<file path="src/rtl/axis_mult_pkg.sv">
// Shared types and default widths for the two-channel multiplier-feed arbiter.
package axis_mult_pkg;

   localparam int DEF_DATA_W        = 128;
   localparam int DEF_WEIGHT_W      = 8;
   localparam int DEF_MAX_PKT_BEATS = 256;
   localparam int PKT_CNT_W         = 16;

   typedef enum logic [1:0] {
      ST_IDLE   = 2'd0,
      ST_GRANT0 = 2'd1,
      ST_GRANT1 = 2'd2
   } arb_state_t;

   typedef logic chan_id_t;

   localparam chan_id_t CH0 = 1'b0;
   localparam chan_id_t CH1 = 1'b1;

   function automatic arb_state_t grant_state(input chan_id_t ch);
      return ch ? ST_GRANT1 : ST_GRANT0;
   endfunction

endpackage

</file>
<file path="src/rtl/axis_mult_rr_pick.sv">
// Two-way round-robin pick: a lone valid wins, a tie goes to the channel
// that did not hold the previous grant.
module axis_mult_rr_pick
   import axis_mult_pkg::*;
(
   input  logic     i_valid0,
   input  logic     i_valid1,
   input  chan_id_t i_last_grant,
   output chan_id_t o_grant_id,
   output logic     o_grant_vld
);

   always_comb begin
      o_grant_vld = i_valid0 | i_valid1;
      if (i_valid0 && i_valid1) begin
         o_grant_id = ~i_last_grant;
      end else if (i_valid1) begin
         o_grant_id = CH1;
      end else begin
         o_grant_id = CH0;
      end
   end

endmodule

</file>
<file path="src/rtl/axis_mult_arbiter.sv">
// Packet-level arbiter feeding one multiplier from two AXI-stream sources.
// Optional per-packet beat watchdog is enabled by defining ARB_TIMEOUT_EN.
//
//   state     | meaning
//   ----------+---------------------------------------------------------
//   ST_IDLE   | no grant; all tready low, m_axis_tvalid low
//   ST_GRANT0 | channel 0 owns m_axis until its tlast transfers
//   ST_GRANT1 | channel 1 owns m_axis until its tlast transfers
module axis_mult_arbiter
   import axis_mult_pkg::*;
#(
   parameter int DATA_W        = DEF_DATA_W,
   parameter int WEIGHT_W      = DEF_WEIGHT_W,
   parameter int MAX_PKT_BEATS = DEF_MAX_PKT_BEATS
) (
   input  logic                 CLK,
   input  logic                 RST,
   input  logic [DATA_W-1:0]    s0_axis_tdata,
   input  logic                 s0_axis_tvalid,
   input  logic                 s0_axis_tlast,
   output logic                 s0_axis_tready,
   input  logic [DATA_W-1:0]    s1_axis_tdata,
   input  logic                 s1_axis_tvalid,
   input  logic                 s1_axis_tlast,
   output logic                 s1_axis_tready,
   input  logic [WEIGHT_W-1:0]  bWeight0,
   input  logic [WEIGHT_W-1:0]  bWeight1,
   output logic [DATA_W-1:0]    m_axis_tdata,
   output logic                 m_axis_tvalid,
   output logic                 m_axis_tlast,
   output logic                 m_axis_tuser,
   input  logic                 m_axis_tready,
   output logic [WEIGHT_W-1:0]  bWeight,
   output logic [PKT_CNT_W-1:0] pkt_cnt0,
   output logic [PKT_CNT_W-1:0] pkt_cnt1,
   output logic                 timeout_err
);

   localparam int BEAT_W = ($clog2(MAX_PKT_BEATS) + 1 > PKT_CNT_W) ?
                           ($clog2(MAX_PKT_BEATS) + 1) : PKT_CNT_W;

   arb_state_t           r_state;
   arb_state_t           w_state_nxt;
   chan_id_t             r_last_grant;
   chan_id_t             w_pick_id;
   chan_id_t             w_cur_id;
   logic                 w_pick_vld;
   logic                 w_cur_vld;
   logic                 w_oth_vld;
   logic                 w_src_last;
   logic                 w_at_limit;
   logic                 w_force_last;
   logic                 w_xfer;
   logic                 w_pkt_end;
   logic                 w_enter;
   logic [BEAT_W-1:0]    r_beat_cnt;
   logic [WEIGHT_W-1:0]  r_weight;
   logic [PKT_CNT_W-1:0] r_pkt_cnt0;
   logic [PKT_CNT_W-1:0] r_pkt_cnt1;

   axis_mult_rr_pick u_rr_pick (
      .i_valid0     (s0_axis_tvalid),
      .i_valid1     (s1_axis_tvalid),
      .i_last_grant (r_last_grant),
      .o_grant_id   (w_pick_id),
      .o_grant_vld  (w_pick_vld)
   );

`ifdef ARB_TIMEOUT_EN
   logic r_timeout_err;

   assign w_at_limit  = (r_beat_cnt == BEAT_W'(MAX_PKT_BEATS - 1));
   assign timeout_err = r_timeout_err;

   always_ff @(posedge CLK) begin
      if (RST) begin
         r_timeout_err <= 1'b0;
      end else if (w_pkt_end && w_force_last) begin
         r_timeout_err <= 1'b1;
      end
   end
`else
   assign w_at_limit  = 1'b0;
   assign timeout_err = 1'b0;
`endif

   always_comb begin
      w_state_nxt    = r_state;
      w_cur_id       = CH0;
      w_cur_vld      = 1'b0;
      w_oth_vld      = 1'b0;
      w_src_last     = 1'b0;
      m_axis_tdata   = '0;
      s0_axis_tready = 1'b0;
      s1_axis_tready = 1'b0;

      case (r_state)
         ST_GRANT0: begin
            w_cur_id       = CH0;
            w_cur_vld      = s0_axis_tvalid;
            w_oth_vld      = s1_axis_tvalid;
            w_src_last     = s0_axis_tlast;
            m_axis_tdata   = s0_axis_tdata;
            s0_axis_tready = m_axis_tready;
         end
         ST_GRANT1: begin
            w_cur_id       = CH1;
            w_cur_vld      = s1_axis_tvalid;
            w_oth_vld      = s0_axis_tvalid;
            w_src_last     = s1_axis_tlast;
            m_axis_tdata   = s1_axis_tdata;
            s1_axis_tready = m_axis_tready;
         end
         default: ;
      endcase

      m_axis_tvalid = w_cur_vld;
      m_axis_tuser  = w_cur_id;
      w_force_last  = (r_state != ST_IDLE) && w_at_limit && !w_src_last;
      m_axis_tlast  = w_src_last | w_force_last;
      w_xfer        = m_axis_tvalid & m_axis_tready;
      w_pkt_end     = w_xfer & m_axis_tlast;

      if (r_state == ST_IDLE) begin
         if (w_pick_vld) begin
            w_state_nxt = grant_state(w_pick_id);
         end
      end else if (w_pkt_end) begin
         if (w_oth_vld) begin
            w_state_nxt = grant_state(~w_cur_id);
         end else if (w_cur_vld) begin
            w_state_nxt = grant_state(w_cur_id);
         end else begin
            w_state_nxt = ST_IDLE;
         end
      end else if (!w_cur_vld && r_beat_cnt == '0) begin
         // Between packets with nothing pending: re-arbitrate so the other
         // channel cannot be starved by an idle owner.
         w_state_nxt = ST_IDLE;
      end

      w_enter = (w_state_nxt != ST_IDLE) && ((r_state == ST_IDLE) || w_pkt_end);
   end

   always_ff @(posedge CLK) begin
      if (RST) begin
         r_state <= ST_IDLE;
      end else begin
         r_state <= w_state_nxt;
      end
   end

   always_ff @(posedge CLK) begin
      if (RST) begin
         r_last_grant <= CH1;
         r_weight     <= '0;
         r_beat_cnt   <= '0;
         r_pkt_cnt0   <= '0;
         r_pkt_cnt1   <= '0;
      end else begin
         if (w_enter) begin
            r_last_grant <= (w_state_nxt == ST_GRANT1);
            r_weight     <= (w_state_nxt == ST_GRANT1) ? bWeight1 : bWeight0;
         end
         if (w_pkt_end) begin
            r_beat_cnt <= '0;
         end else if (w_xfer) begin
            r_beat_cnt <= r_beat_cnt + BEAT_W'(1);
         end
         if (w_pkt_end && !w_force_last) begin
            if (w_cur_id == CH1) begin
               r_pkt_cnt1 <= r_pkt_cnt1 + 16'd1;
            end else begin
               r_pkt_cnt0 <= r_pkt_cnt0 + 16'd1;
            end
         end
      end
   end

   assign bWeight  = r_weight;
   assign pkt_cnt0 = r_pkt_cnt0;
   assign pkt_cnt1 = r_pkt_cnt1;

endmodule

</file>
<file path="config.mk">
export PLATFORM = sky130hd
export DESIGN_NAME = axis_mult_arbiter
export DESIGN_NICKNAME = d
export VERILOG_FILES = /design/src/rtl/axis_mult_pkg.sv /design/src/rtl/axis_mult_rr_pick.sv /design/src/rtl/axis_mult_arbiter.sv
export SDC_FILE = /design/constraint.sdc
export NUM_CORES = 1
export LEC_CHECK = 0
export ABC_AREA = 1
export CAP_MARGIN = 15
export CORE_AREA = 2 2 176 178
export CTS_CLUSTER_DIAMETER = 150
export CTS_CLUSTER_SIZE = 20
export DETAILED_ROUTE_END_ITERATION = 10
export DIE_AREA = 0 0 178 180
export GPL_ROUTABILITY_DRIVEN = 1
export PLACE_DENSITY = 0.5
export SETUP_SLACK_MARGIN = 0.02
export SYNTH_ARGS = -nofsm -noshare
export SYNTH_HDL_FRONTEND = slang
export SYNTH_SLANG_ARGS = --single-unit
</file>
<file path="constraint.sdc">
create_clock -name CLK -period 2.2 [get_ports CLK]
set_input_delay 0.44 -clock CLK [delete_from_list [all_inputs] [get_ports CLK]]
set_output_delay 0.44 -clock CLK [all_outputs]
set_load 0.01 [all_outputs]
</file>
==> results.txt, run 1 <==
Status: finished, violations left
Failing checks: negative setup slack
Final worst path period share: 105%
Area Growth Syn to Fin: 141%
Post-synth top cells: nand2_1, a21oi_1, nor2_1, inv_1, dfxtp_1
Crit. Startpoint: r_state[0]
First-pass GRT wire length: 44.6 mm
CP Class: reg -> out
Design Area, Final: 11900 µm²
Final core utilization: 39.5%
Vias: 7922
Port bufs: 451
Max Clk Rate: 0.435 GHz
Routed WL: 31.8 mm
Die X: 178 µm
Min-Delay Path Class: reg -> reg
Synth Area in Adders: 2.02%
Htree depth: 3
Peak supply drop: 0.616 mV
Skew-Pair Late Insertion Delay: 330 ps
Register area: 1180 µm²
Capturing point of the worst reg2reg path: bWeight[5]
Worst-path clk slew: 50 ps
Vias in the first global route: 7495
Via density: 4.27
Wire length per cell: 17.1 µm
Post-synthesis mux area share: 0%
Critical Path AT: 1860 ps
Die ar.: 32000 µm²
Seq cells post-synth: 59
FF-to-FF path depth: 16
Flop-to-flop setup slack: -10 ps
DRT Pass-1 Iters: 5
Final nets: 1736
Remaining DRCs: 0
Placement Cell Area: 10600 µm²
Post-synthesis xor/xnor area fraction: 1.59%
Remaining antenna violation count: 0
Final Hold Fails: 0
Main combinational cell family by area after synthesis: simple AND/OR/NAND/NOR gates
Count leader, synth: nand2_1
Synth Cell Area: 4940 µm²
Skew final: 5.02 ps
CP Capture Type: primary output
Max FO, Critical Path: 34
Number of flops mapped to enable cells by yosys: 0
Seq/Total Area, Yosys: 23.9%
Synthesized instance count: 905
Tot GR Track Use: 18.3%
Leakage: 4.96 nW
CP endpoint: m_axis_tdata[16]
Critical Path Source Type: register
Largest area contributor in the netlist: nand2_1
CTS Hold Bufs: 0
Dominant synthesized flop cell: dfxtp_1
Multi-input logic area: 4110 µm²
Area fraction of the dominant cell type after synthesis: 28.2%
Initial drt markers: 260
Mapped Nets: 1192
Slack of the critical path: -99.5 ps
Distinct cells, synth: 41
Ys Warns: 0
Max clock buf depth: 2
TritonCTS clock tree: built
Core Area: 30200 µm²
Dominant cells by area after synthesis: nand2_1, dfxtp_1, a21oi_1, nor2_1, inv_1
Crit path time final: 2300 ps
Pwr dens: 975 nW/µm²
RSZ-0062 raised after global routing: true
Ports: 453
Die Ht: 180 µm
CTS Sinks: 59
Layout cells sized above 1: 33.1%
Complex-gate fraction of the synthesized area: 19.6%
Clock root cell: clkbuf_16
Final setup viols: 55
Largest net degree at the start of global routing: 35
GR Overflow Total: 0
Rows: 64
MaxCap Viol Count: 0
CP Data Required Time: 1760 ps
RR Startpoint: r_state[1]
Dpl hpwl: 25.0 mm
Initial antenna violation count: 10
Synth Area in Simple Gates: 43.3%
GPL Wtd Cong: 0.942
Syn Area/Cell: 5.46 µm²
# fillers: 3218
Max Slew Vio Count: 0
CTS Buf Count: 9
Initial Utilization: 16.4%
Post-synth ARST share: 0%
==> worst max-delay path, cell delays in order (launching register included) <==
cell and delay, ps:
dfxtp_2 330, inv_2 40, buf_4 130, ha_4 330, inv_16 100, buf_4 180, a21oi_1 150, clkdlybuf4s15_2 240
==> sequential cells by signal, summed over array words and instances (netlist names) <==
name and count:
bWeight 8, r_state 2, pkt_cnt0 16, r_beat_cnt 16
r_last_grant 1, pkt_cnt1 16
==> area by class of cell <==
cell class	count	share of cell area (%)
antenna	7	0.147
clock buffer	11	1.95
clock inverter	5	0.651
inverter	69	2.33
multi-input combinational	725	34.5
sequential	59	9.93
tap	396	4.16
timing repair buffer	585	46.3
==> through the flow <==
stage	std cells	hold slack [ps]	setup TNS [ps]	worst slack, ps	power (mW)
after detailed placement	1788	461	-22690	-238	8.46
after global routing	1857	488	-10740	-156	12.4
after floorplan	905	446	0	47.5	4.30
after CTS	1827	469	-4400	-150	10.5
final	1857	467	-1510	-99.5	11.6
after global placement	1788	456	-19470	-218	8.50
==> per-layer routing <==
layer	share of wire, %	up-vias	track usage [%]
met1	41	3637	21.8
met2	50	261	32.2
met4	2.2	4	5.38
met5	0.075	-	0
met3	7.0	38	4.38
li1	-	3982	-
==> kinds of logic (layout without fill, tap and decap cells) <==
kind of cell | count (synthesis) | after routing
adder cells (fa/ha/maj) | 8 | 8
XOR/XNOR | 9 | 9
flip-flops | 59 | 59
other | 1 | 8
AO/OA/AOI/OAI | 189 | 189
buffers and inverters | 121 | 670
AND/OR/NAND/NOR | 518 | 518
==> how the worst min path moves through the flow <==
stage | start | to | cells past startpoint
CTS | pkt_cnt0[8] | pkt_cnt0[8] | 2
global route | pkt_cnt0[8] | pkt_cnt0[8] | 2
finish | pkt_cnt0[8] | pkt_cnt0[8] | 2
floorplan | r_last_grant | r_last_grant | 2
detailed placement | r_last_grant | r_last_grant | 2
global placement | pkt_cnt1[4] | pkt_cnt1[4] | 2
==> repair_timing <==
action	in CTS	in global routing
cloned	4	8
gates resized for setup	552	240
setup endpoints to repair	156	171
pin swaps	14	69
buffers inserted	22	17
==> cells in the final DEF (no fill, tap or decap), drive strengths merged, types with 2 or more instances in the layout <==
master / Yosys / final
nand2: 378 / 378
clkdlybuf4s50: 0 / 318
buf: 9 / 245
a21oi: 160 / 160
nor2: 82 / 82
inv: 69 / 69
dfxtp: 59 / 59
nand3: 24 / 24
clkbuf: 43 / 24
o21ai: 21 / 21
nor3: 12 / 12
ha: 8 / 8
diode: 0 / 7
nand4: 6 / 6
clkdlybuf4s15: 0 / 5
xnor2: 5 / 5
nand3b: 4 / 4
o21a: 4 / 4
xor2: 4 / 4
nor3b: 4 / 4
dlygate4sd2: 0 / 3
nor4: 3 / 3
bufinv: 0 / 2
clkinv: 0 / 2
or2: 2 / 2
==> power breakdown <==
| part | internal [mW] | switching, mW | leakage [nW] |
|---|---|---|---|
| clock network | 0.988 | 0.516 | 0.150 |
| registers | 1.16 | 0.0511 | 0.478 |
| logic | 4.25 | 4.66 | 4.33 |
| total | 6.40 | 5.22 | 4.96 |
No activity file was read; power rests on OpenSTA's default activity.
==> run 2: changes to the inputs <==
--- a/config.mk
+++ b/config.mk
@@ -15,6 +15,7 @@
 export GPL_ROUTABILITY_DRIVEN = 1
 export PLACE_DENSITY = 0.5
 export SETUP_SLACK_MARGIN = 0.02
+export SKIP_LAST_GASP = 1
 export SYNTH_ARGS = -nofsm -noshare
 export SYNTH_HDL_FRONTEND = slang
 export SYNTH_SLANG_ARGS = --single-unit
==> constraint.sdc (replaced) <==
create_clock -name CLK -period 2.3 [get_ports CLK]
set_input_delay 0.46 -clock CLK [delete_from_list [all_inputs] [get_ports CLK]]
set_output_delay 0.46 -clock CLK [all_outputs]
set_load 0.01 [all_outputs]
==> results.txt, run 2 (same netlist as run 1, synthesis figures left out) <==
CTS Sinks: 59
Rows: 64
Clock power share: 10.7%
Slowest-stage cell, CP: dfxtp_2
CTS Buf Count: 9
Area Growth Syn to Fin: 155%
Most frequent CP cell: buf_6
Layout cells sized above 1: 34.0%
RSZ-0062 raised after global routing: true
Peak supply drop: 0.623 mV
WHS Path Cells: 2
Vias: 8225
Die Ht: 180 µm
Dpl hpwl: 24.4 mm
Min-Delay Path Class: reg -> reg
Top delay family on crit path: buffers and inverters
Final worst path period share: 107%
Commonest cells after routing, fill and taps aside: nand2_1, clkdlybuf4s50_1, buf_4
GPL Wtd Cong: 0.875
CP max stage delay: 360 ps
Cell internal pwr: 7.40 mW
Pwr dens: 1040 nW/µm²
Final setup viols: 119
Port bufs: 451
Failing checks: negative setup slack
# fillers: 3166
Critical Path AT: 2700 ps
WP depth: 20
Tot GR Track Use: 19.1%
First-pass GRT wire length: 45.9 mm
CP Capture Type: register
Crit path time final: 2470 ps
Placement Cell Area: 10500 µm²
Clock root cell: clkbuf_16
Final nets: 1791
Max Clk Rate: 0.405 GHz
Final Hold Fails: 0
Commonest non-fill, non-tap cell in the layout: nand2_1
MaxCap Viol Count: 0
Htree depth: 3
Placed insts: 1783
Design Area, Final: 12600 µm²
TritonCTS clock tree: built
Critical Path Source Type: register
Ports: 453
Remaining antenna violation count: 0
Status: finished, violations left
Skew final: 8.25 ps
FF-to-FF path depth: 20
Die X: 178 µm
Slack of the critical path: -170 ps
Die ar.: 32000 µm²
Non-Filler Instances: 1914
Critical-path cell list: inv_4, buf_6, ha_4, buf_12, buf_8, buf_8, buf_6, nand2_4, nand2_4, nand3_4, nor2_4, buf_6, nand3_2, nand2_4, buf_4, a21oi_2, buf_6, nand2_1, nor2_1, nor2_1
Remaining DRCs: 0
Wire length per cell: 17.9 µm
Switch share: 43.5%
Initial Utilization: 16.4%
Initial drt markers: 309
Initial antenna violation count: 16
Worst-path clk slew: 60 ps
CTS Hold Bufs: 0
Max FO, Critical Path: 8
Largest net degree at the start of global routing: 38
Max clock buf depth: 2
Vias in the first global route: 7569
Skew-Pair Late Insertion Delay: 330 ps
DRT Pass-1 Iters: 4
Core Area: 30200 µm²
Sequential power share: 9.0%
Routed WL: 34.2 mm
CP Class: reg -> reg
Via density: 4.30
Logic pwr share: 80.3%
Switching Power: 5.68 mW
Leakage: 5.41 nW
Max Slew Vio Count: 0
Crit path buf inv count: 9
GR Overflow Total: 0
CP Data Required Time: 2530 ps
## run 2: cell count changes in the layout (fill, tap and decap cells not counted), sizes merged, moves of 2 or more
cell / change
dlymetal6s2s: +13
buf: +28
clkbuf: +20
diode: +2
nand2: +2
clkdlybuf4s15: -5
## run 2: what timing repair did
item                       CTS  global route
gates cloned                 9             9
setup endpoints to repair  150           177
pin swaps                   13            50
setup buffers               35            60
resized for setup          285           496
## run 2: per-layer routing
| metal | GRT usage (%) | wire length, µm | up-vias |
|---|---|---|---|
| met1 | 22.6 | 13900 | 3750 |
| met2 | 32.2 | 16400 | 316 |
| met5 | 0 | 95 | - |
| li1 | - | - | 4099 |
| met3 | 7.15 | 3230 | 46 |
| met4 | 5.05 | 643 | 14 |
## run 2: final timing paths
check,from,to,slack [ps]
worst max-delay path,r_state[1],bWeight[1],-170
worst min-delay path,pkt_cnt1[4],pkt_cnt1[4],470
worst max register to register,r_state[1],bWeight[1],-170
worst min register to register,pkt_cnt1[4],pkt_cnt1[4],470
## run 2: power by group through the flow
| stage | Clock [mW] | Sequential, mW | Combinational [mW] |
|---|---|---|---|
| 6_report | 1.40 | 1.17 | 10.5 |
| 5_1_grt | 1.47 | 1.18 | 11.1 |
| 4_1_cts | 1.43 | 1.16 | 7.93 |
| 3_5_place_dp | 0 | 1.18 | 6.69 |
| 3_3_place_gp | 0 | 1.18 | 6.71 |
| 2_1_floorplan | 0 | 1.20 | 2.91 |
## run 2: worst reg2reg max path, delay by kind of cell, from the launching register on
| family | cells | cell delay, ps |
|---|---|---|
| AO/OA/AOI/OAI | 1 | 120 |
| adder cells (fa/ha/maj) | 1 | 170 |
| buffers and inverters | 9 | 1050 |
| flip-flops | 1 | 360 |
| AND/OR/NAND/NOR | 9 | 680 |
## run 2: per-stage QoR
step                      util [%]  setup slack [ps]  hold slack (ps)  TNS [ps]  power, mW
after floorplan                  -              41.2              446         0       4.11
after global placement        34.8              -121              458     -2240       7.89
after detailed placement      34.8              -122              458     -2390       7.87
after CTS                     38.2              -340              469    -17000       10.5
after global routing          41.8              -293              492    -23920       13.8
final                         41.8              -170              466    -11580       13.1
## run 2: cell type report
| cell class | instances | area (µm²) | area share (%) |
|---|---|---|---|
| tap | 396 | 495 | 3.92 |
| inverter | 69 | 279 | 2.21 |
| multi-input combinational | 727 | 4130 | 32.7 |
| sequential | 59 | 1180 | 9.37 |
| antenna | 9 | 22.5 | 0.178 |
| clock buffer | 12 | 267 | 2.11 |
| timing repair buffer | 638 | 6200 | 49.1 |
| clock inverter | 4 | 47.5 | 0.376 |
